File: config.mk
export PLATFORM = sky130hd
export DESIGN_NAME = gtp_chan_rx_flat
export DESIGN_NICKNAME = d
export VERILOG_FILES = /design/src/rtl/gtp_chan_rx_if.sv /design/src/rtl/gtp_chan_rx.sv /design/src/flat_wrapper.sv
export SDC_FILE = /design/constraint.sdc
export NUM_CORES = 1
export LEC_CHECK = 0
export ABC_AREA = 1
export BUFFER_PORTS_ARGS = -buffer_cell sky130_fd_sc_hd__buf_2
export CAP_MARGIN = 0
export CORE_MARGIN = 5
export CORE_UTILIZATION = 35
export DETAILED_ROUTE_END_ITERATION = 7
export GPL_ROUTABILITY_DRIVEN = 1
export PLACE_DENSITY = 0.57
export SLEW_MARGIN = 10
export SYNTH_ARGS = -nofsm -noshare
export SYNTH_HDL_FRONTEND = slang
export SYNTH_SLANG_ARGS = --single-unit
File: constraint.sdc
create_clock -name CLK -period 2.1 [get_ports CLK]
set_input_delay 0.42 -clock CLK [delete_from_list [all_inputs] [get_ports CLK]]
set_output_delay 0.42 -clock CLK [all_outputs]
set_load 0.05 [all_outputs]
File: src/rtl/gtp_chan_rx_if.sv
// Link-side bundle for gtp_chan_rx: raw GTP RX word and channel select in,
// filtered samples and link status out.
interface gtp_chan_rx_if;
    logic [15:0] DATA_I;
    logic [1:0]  CHARISK_I;
    logic [3:0]  CHSEL;
    logic        ERRCLR;
    logic [11:0] DOUT;
    logic        DVALID;
    logic        LOCKED;
    logic [15:0] ERRCNT;
    logic [1:0]  STATE;

    modport master (output DATA_I, CHARISK_I, CHSEL, ERRCLR,
                    input  DOUT, DVALID, LOCKED, ERRCNT, STATE);
    modport slave  (input  DATA_I, CHARISK_I, CHSEL, ERRCLR,
                    output DOUT, DVALID, LOCKED, ERRCNT, STATE);
endinterface

File: src/rtl/gtp_chan_rx.sv
// GTP channel receiver: aligns to the periodic comma burst, tracks link lock,
// counts mismatched words and forwards samples carrying the selected tag.
module gtp_chan_rx #(
    parameter int LOCK_BURSTS = 2,
    parameter int LOSS_BURSTS = 4,
    parameter int PERIOD      = 1024,
    parameter int BURST       = 10
) (
    input  logic         CLK,
    input  logic         RST,
    gtp_chan_rx_if.slave bus
);
    typedef enum logic [1:0] {HUNT = 2'd0, CHECK = 2'd1, LOCK = 2'd2} state_t;

    typedef struct packed {
        logic        comma;
        logic        data;
        logic [7:0]  idx;
        logic [3:0]  tag;
        logic [11:0] smp;
    } word_t;

    localparam logic [9:0] POS_LAST  = 10'(PERIOD - 1);
    localparam logic [9:0] POS_BURST = 10'(BURST);
    localparam logic [7:0] LOCK_N    = 8'(LOCK_BURSTS);
    localparam logic [7:0] LOSS_N    = 8'(LOSS_BURSTS);

    state_t      st, st_nxt;
    logic [9:0]  pos;
    logic [7:0]  gcnt, gcnt_nxt, bcnt, bcnt_nxt;
    logic        perr;
    logic [15:0] errcnt;
    logic [11:0] dout;
    logic        dvalid;
    word_t       w;
    logic        in_burst, exp_ok, mis, eop, good, hunt_hit, take;

    always_comb begin
        w.comma = (bus.CHARISK_I == 2'b01) && (bus.DATA_I[7:0] == 8'hBC);
        w.data  = (bus.CHARISK_I == 2'b00);
        w.idx   = bus.DATA_I[15:8];
        w.tag   = bus.DATA_I[15:12];
        w.smp   = bus.DATA_I[11:0];
    end

    // Tag filtering is separate from the expectation check: a foreign tag is
    // still a well-formed data word.
    assign in_burst = pos < POS_BURST;
    assign exp_ok   = in_burst ? (w.comma && ({2'b00, w.idx} == pos)) : w.data;
    assign mis      = (st != HUNT) && !exp_ok;
    assign eop      = (pos == POS_LAST);
    assign good     = !(perr || mis);
    assign hunt_hit = w.comma && (w.idx == 8'd0);
    assign take     = (st == LOCK) && !in_burst && w.data && (w.tag == bus.CHSEL);

    always_comb begin
        st_nxt   = st;
        gcnt_nxt = gcnt;
        bcnt_nxt = bcnt;
        unique case (st)
            HUNT: if (hunt_hit) st_nxt = CHECK;
            CHECK: begin
                if (mis) st_nxt = HUNT;
                else if (eop) begin
                    gcnt_nxt = gcnt + 8'd1;
                    if (gcnt_nxt >= LOCK_N) st_nxt = LOCK;
                end
            end
            LOCK: begin
                if (eop) begin
                    if (good) bcnt_nxt = '0;
                    else begin
                        bcnt_nxt = bcnt + 8'd1;
                        if (bcnt_nxt >= LOSS_N) st_nxt = HUNT;
                    end
                end
            end
            default: st_nxt = HUNT;
        endcase
        if (st_nxt != st) begin
            gcnt_nxt = '0;
            bcnt_nxt = '0;
        end
    end

    always_ff @(posedge CLK) begin
        if (RST) begin
            st     <= HUNT;
            pos    <= '0;
            gcnt   <= '0;
            bcnt   <= '0;
            perr   <= 1'b0;
            errcnt <= '0;
            dout   <= '0;
            dvalid <= 1'b0;
        end else begin
            st   <= st_nxt;
            gcnt <= gcnt_nxt;
            bcnt <= bcnt_nxt;
            // The index-0 comma itself occupies position 0, so the next word is 1.
            if (st == HUNT && hunt_hit) pos <= 10'd1;
            else if (eop)               pos <= '0;
            else                        pos <= pos + 10'd1;
            // Stale error flags must not leak into the next period or state.
            if (eop || st_nxt != st) perr <= 1'b0;
            else if (mis)            perr <= 1'b1;
            if (bus.ERRCLR)                         errcnt <= '0;
            else if (mis && errcnt != 16'hFFFF)     errcnt <= errcnt + 16'd1;
            dvalid <= take;
            if (take) dout <= w.smp;
        end
    end

    assign bus.DOUT   = dout;
    assign bus.DVALID = dvalid;
    assign bus.LOCKED = (st == LOCK);
    assign bus.ERRCNT = errcnt;
    assign bus.STATE  = st;
endmodule

File: src/flat_wrapper.sv
// flat-port wrapper written by rule: the top's interface ports become plain ports
module gtp_chan_rx_flat 
#(
    parameter int LOCK_BURSTS = 2,
    parameter int LOSS_BURSTS = 4,
    parameter int PERIOD      = 1024,
    parameter int BURST       = 10
)
  (CLK, RST, bus_DATA_I, bus_CHARISK_I, bus_CHSEL, bus_ERRCLR, bus_DOUT, bus_DVALID, bus_LOCKED, bus_ERRCNT, bus_STATE);
  gtp_chan_rx_if bus_i ();
  input  logic CLK;
  input  logic RST;
  input wire logic [$bits(bus_i.DATA_I)-1:0] bus_DATA_I;
  input wire logic [$bits(bus_i.CHARISK_I)-1:0] bus_CHARISK_I;
  input wire logic [$bits(bus_i.CHSEL)-1:0] bus_CHSEL;
  input wire logic [$bits(bus_i.ERRCLR)-1:0] bus_ERRCLR;
  output wire logic [$bits(bus_i.DOUT)-1:0] bus_DOUT;
  output wire logic [$bits(bus_i.DVALID)-1:0] bus_DVALID;
  output wire logic [$bits(bus_i.LOCKED)-1:0] bus_LOCKED;
  output wire logic [$bits(bus_i.ERRCNT)-1:0] bus_ERRCNT;
  output wire logic [$bits(bus_i.STATE)-1:0] bus_STATE;
  assign bus_i.DATA_I = bus_DATA_I;
  assign bus_i.CHARISK_I = bus_CHARISK_I;
  assign bus_i.CHSEL = bus_CHSEL;
  assign bus_i.ERRCLR = bus_ERRCLR;
  assign bus_DOUT = bus_i.DOUT;
  assign bus_DVALID = bus_i.DVALID;
  assign bus_LOCKED = bus_i.LOCKED;
  assign bus_ERRCNT = bus_i.ERRCNT;
  assign bus_STATE = bus_i.STATE;
  gtp_chan_rx #(.LOCK_BURSTS(LOCK_BURSTS), .LOSS_BURSTS(LOSS_BURSTS), .PERIOD(PERIOD), .BURST(BURST)) u_core (.CLK(CLK), .RST(RST), .bus(bus_i));
endmodule
=== Word level (Yosys, flattened, before mapping) ===
Cells that the tools add are included.

* Output and inout bits: 32
* Logic and storage cells: 61
* Bits of input ports: 25
* Flip-flop bits (word level): 58

* Bitwise operators: 1
* Add/subtract/negate cells: 4
* Equal/unequal tests: 9
* Reduce and logical (&&, ||, !) cells: 23
* Muxes and demuxes: 12
* $lt $le $gt $ge: 3

{| class="wikitable"
|+ Operator list
! kind !! count
|-
| $add A16 B1 Y16 const B || 1
|-
| $add A8 B1 Y8 const B || 2
|-
| $ne A16 B16 Y1 const B || 1
|-
| $mux W2 || 7
|-
| $add A10 B1 Y10 const B || 1
|-
| $eq A10 B10 Y1 const B || 1
|-
| $eq A8 B10 Y1 || 1
|-
| $lt A10 B4 Y1 const B || 1
|-
| $logic_and A1 B1 Y1 || 9
|-
| $eq A8 B8 Y1 const B || 1
|-
| $ge A8 B2 Y1 const B || 1
|-
| $ge A8 B3 Y1 const B || 1
|-
| $logic_not A8 Y1 || 1
|-
| $mux W8 || 1
|-
| $pmux W2 S3 || 1
|-
| $reduce_or A2 Y1 || 3
|-
| $eq A2 B1 Y1 const B || 2
|-
| $eq A4 B4 Y1 || 1
|-
| $logic_not A2 Y1 || 2
|-
| $mux W1 || 3
|-
| $reduce_and A3 Y1 || 1
|-
| $reduce_or A3 Y1 || 1
|-
| $eq A2 B2 Y1 const B || 1
|-
| $logic_not A1 Y1 || 2
|-
| 5 further kinds || 6
|}

=== Logic depth before layout (Yosys ltp) ===
* Word-level depth: 13
* Mapped depth: 17
* Mapped depth without buffers: 16

=== Worst setup path before layout ===
No wires, ideal clock.

* Kind: reg-to-reg
* Start: register u_core.st[1] (netlist: u_core.bus.STATE[1])
* End: register u_core.dout[2] (netlist: u_core.bus.DOUT[2])
* Required time: 2036 ps
* Data arrival time: 2563 ps
* Cell stages (with the launch flop): 10
* Setup time: 64 ps
* Path buffers: 1
* Setup slack: -527 ps
* Clock period less this slack: 2627 ps
* Cells stage by stage: dfxtp_1 > inv_1 > nor2_1 > inv_2 > nor4_2 > nand2_2 > inv_2 > buf_6 > nor2_1 > nor2_1

* Word-level cells in the longest chain between the ends: 4

{| class="wikitable"
|+ Ends and longest elaborated chain
! item !! line !! source
|-
| start: declaration || gtp_chan_rx.sv:28 || <nowiki>state_t st, st_nxt;</nowiki>
|-
| start signal: assignment || gtp_chan_rx.sv:97 || <nowiki>st <= st_nxt;</nowiki>
|-
| $eq A2 B2 Y1 || -- ||
|-
| named net bus_LOCKED || flat_wrapper.sv:19 || <nowiki>output wire logic [$bits(bus_i.LOCKED)-1:0] bus_LOCKED;</nowiki>
|-
| $logic_and A1 B1 Y1 (3 in a row) || gtp_chan_rx.sv:54 || <nowiki>assign take = (st == LOCK) && !in_burst && w.data && (w.tag == bus.CHSEL);</nowiki>
|-
| end signal: assignment || gtp_chan_rx.sv:110 || <nowiki>if (take) dout <= w.smp;</nowiki>
|-
| end: declaration || gtp_chan_rx.sv:33 || <nowiki>logic [11:0] dout;</nowiki>
|}

The timed path passes the listed nets, and every way through them passes these cells.
A chain may end at the register's enable or synchronous reset.

=== Worst setup path in the final report ===
* Start: register u_core.errcnt[1] (netlist: u_core.bus.ERRCNT[1])
* End: register u_core.errcnt[4] (netlist: u_core.bus.ERRCNT[4])

* Word-level cells in the longest chain between the ends: 2
* Elaborated cells between the ends (all ways): 3
* Classes of those cells: add/sub (1); eq/ne (1); reduce/logical (1)

{| class="wikitable"
|+ Ends and longest elaborated chain
! item !! line !! source
|-
| start: declaration || gtp_chan_rx.sv:32 || <nowiki>logic [15:0] errcnt;</nowiki>
|-
| start signal: assignment || gtp_chan_rx.sv:108 || <nowiki>else if (mis && errcnt != 16'hFFFF) errcnt <= errcnt + 16'd1;</nowiki>
|-
| branches (longest 2 deep; another with $add A16 B1 Y16) || -- ||
|}

Several ways; the timed one is not identified.

==> impl_results.md <==
- Top post-synthesis cells by area: dfxtp_1 35%, nand2_1 13%, nor2_1 8.9%
- Pre-antenna DRT Iters: 4
- Post-synthesis mux area share: 0%
- Layout overhead on the synthesized area: 19.4%
- DIE WIDTH: 107 um
- Total GRT Usage: 14.6%
- Reg2reg end: u_core.bus.ERRCNT[4]
- Initial antenna violation count: 0
- Synth top area share: 35.2%
- Final hold viol count: 0
- WL final: 7.95 mm
- Fin Hold WS: 337 ps
- Register area: 0.00116 sq mm
- Worst Skew: 5.91 ps
- Die area: 0.0115 sq mm
- Starting Density: 35.8%
- CTS tree: done
- Clk root buf: clkbuf_8
- Vias per cell: 4.70
- IO Port Bufs: 56
- Setup repair bufs after CTS: 0
- Prevailing post-synth register cell: dfxtp_1
- Die Y: 107 um
- Post-Syn Nets: 526
- Final Non-Filler Cells: 682
- CTS buffer count: 9
- Simple-gate share of the synthesized area: 38.8%
- Residual DRC: 0
- Commonest cells in the netlist: 116 x nand2_1, 78 x nor2_1, 59 x inv_1
- Min-delay worst type: in -> reg
- Number of hold buffers added after CTS: 0
- RSZ-0062 raised after global routing: yes
- Syn_area_per_cell: 6.64 sq um
- Fraction of layout cells with a size suffix above 1: 22.8%
- H-tree Lvls: 3
- Fmax: 523 MHz
- Core area: 0.00920 sq mm
- DRT iter0 DRCs: 140
- Fin area: 0.00393 sq mm
- Worst-Margin Slew: 447 ps
- Crit-path max FO: 10
- Seq/Total Area, Yosys: 35.2%
- CTS sink cnt: 58
- Data required time of the worst path: 2310 ps
- Synth Area in XOR/XNOR: 4.25%
- Maximum clock insertion buffer count: 2
- Rel. slew slack: 69.9%
- I/O pin count: 57
- Status: finished clean
- Antenna fix cells: 0
- Hold wc startpoint: RST
- Library cells used by synthesis: 36
- Filler cells: 976
- FF+latch count, synth: 58
- GRT overflow: 0
- Critical Path Source: u_core.bus.ERRCNT[1]
- Max Cap Violations: 0
- Final GP Congestion: 0.859
- Synth Area in Compound Gates: 9.99%
- Worst setup EP type: flip-flop
- Largest net degree at the start of global routing: 18
- Leakage power total: 1.72 nW
- ANT nets after route: 0
- Dpl hpwl: 6.14 mm
- CP Class: reg -> reg
- Slew Viols, Final: 0
- Area occupied by multi-input gates: 0.00185 sq mm
- Post-layout util: 42.8%
- Final setup viols: 0
- Power Density: 537 mW/mm^2
- Number of flops mapped to enable cells by yosys: 0
- Final nets: 596
- YS warnings: 0
- Dpl cell area: 0.00374 sq mm
- Synthesized area: 0.00329 sq mm
- First-pass GRT wire length: 13.8 mm
- Period utilisation layout: 91.0%
- Most common cell in the netlist: nand2_1
- Ys async rst share: 0%
- Reg2Reg Depth: 12
- CP arrival: 2120 ps
- Number of global-route vias before repair: 2,997
- Routed len/inst: 11.7 um
- IR drop worst, VDD: 273 uV
- CTS clk-pin slew, worst paths: 60 ps
- Post-synthesis cell count: 496
- Synth area leader: dfxtp_1
- Vias post-DR: 3,205
- Critical Path Start Type: flip-flop
- Worst R2R Setup Slack: 190 ps
- Largest family of logic cells by synthesized area: simple AND/OR/NAND/NOR gates
- Synth Area in Adders: 1.90%
- Worst skew pair latency: 330 ps
- Final Critical Period: 1910 ps
- Post-route setup TNS: 0 ps
- # rows: 35
- Placed cell count: 666
- CP Capture Point: u_core.bus.ERRCNT[4]
- Reg-to-reg startpoint: u_core.bus.ERRCNT[1]
-- area by class of cell --
type	count	share of cell area [%]
multi-input combinational	359	47.0
tap	111	3.53
sequential	58	29.6
clock inverter	3	0.382
inverter	74	7.10
clock buffer	13	3.79
timing repair buffer	64	8.65
-- worst min path at each step --
stage	end	depth (start not counted)	slack (ps)
2_1_floorplan	u_core.pos[8]	2	450
3_3_place_gp	u_core.bus.DOUT[4]	2	460
3_5_place_dp	u_core.pos[8]	2	470
4_1_cts	u_core.bus.DVALID	2	330
5_1_grt	u_core.bus.STATE[0]	2	330
6_report	u_core.bus.STATE[0]	2	340
-- stage by stage --
stage	setup WS, ps	total power (W)
after floorplan	2.01	0.00120
after global placement	52.1	0.00124
after detailed placement	30.6	0.00124
after CTS	12.4	0.00215
after global routing	-9.25	0.00221
final	189	0.00211
-- state kept, by name, indices dropped and copies added, names as in the netlist --
name and count:
u_core.perr 1, u_core.bus.DOUT 12, u_core.pos 10, u_core.bus.STATE 2, u_core.bus.ERRCNT 16, u_core.gcnt 8
u_core.bcnt 8, u_core.bus.DVALID 1
-- cell usage in the layout (no fill, tap or decap), types with 5 or more instances in the layout --
master	netlist	layout
nand2_1	116	116
o21ai_0	23	23
nand3_1	26	26
nand3_2	6	5
nor2_2	11	10
nor2_1	78	77
nand4_1	10	10
clkbuf_8	0	10
nand2_2	5	5
inv_1	59	59
dfxtp_1	58	56
buf_4	0	8
a21oi_1	32	32
inv_2	14	14
xnor2_1	6	6
xor2_1	10	10
nor3_1	7	6
buf_2	1	56
-- per-layer routing --
| metal | vias up | GRT usage, % | wire length (um) |
|---|---|---|---|
| met5 | - | 0 | 0 |
| met1 | 1422 | 19.1 | 3840 |
| met2 | 64 | 23.3 | 3550 |
| li1 | 1704 | - | - |
| met3 | 15 | 3.19 | 421 |
| met4 | 0 | 6.12 | 135 |
-- logic make-up (layout without fill, tap and decap cells) --
kind of cell | after synthesis | after routing
buf+inv | 79 | 154
xor+xnor | 16 | 16
flops | 58 | 58
simple gates | 275 | 275
compound gates | 63 | 63
fa+ha+maj | 5 | 5
-- critical path, cell delays in order, from the launching register on --
cell,delay [ps]
dfxtp_1,360
ha_2,230
inv_1,60
nor3_2,250
nand2_1,80
nor2_1,90
nand3_1,150
nand3_4,180
inv_2,120
nand2_1,100
nor2_1,40
nor2_1,80
a21oi_1,50
-- power breakdown --
group,switching (W),internal (W)
registers,0.00000459,0.00110
logic,0.0000675,0.0000427
clock network,0.000436,0.000456
total,0.000508,0.00160
-- timing repair --
| item | in CTS | in global routing |
|---|---|---|
| resized for setup | 0 | 6 |
| hold endpoints to repair | 0 | 0 |
| endpoints found under the setup margin | 0 | 30 |
(Power assumes the default switching activity.)
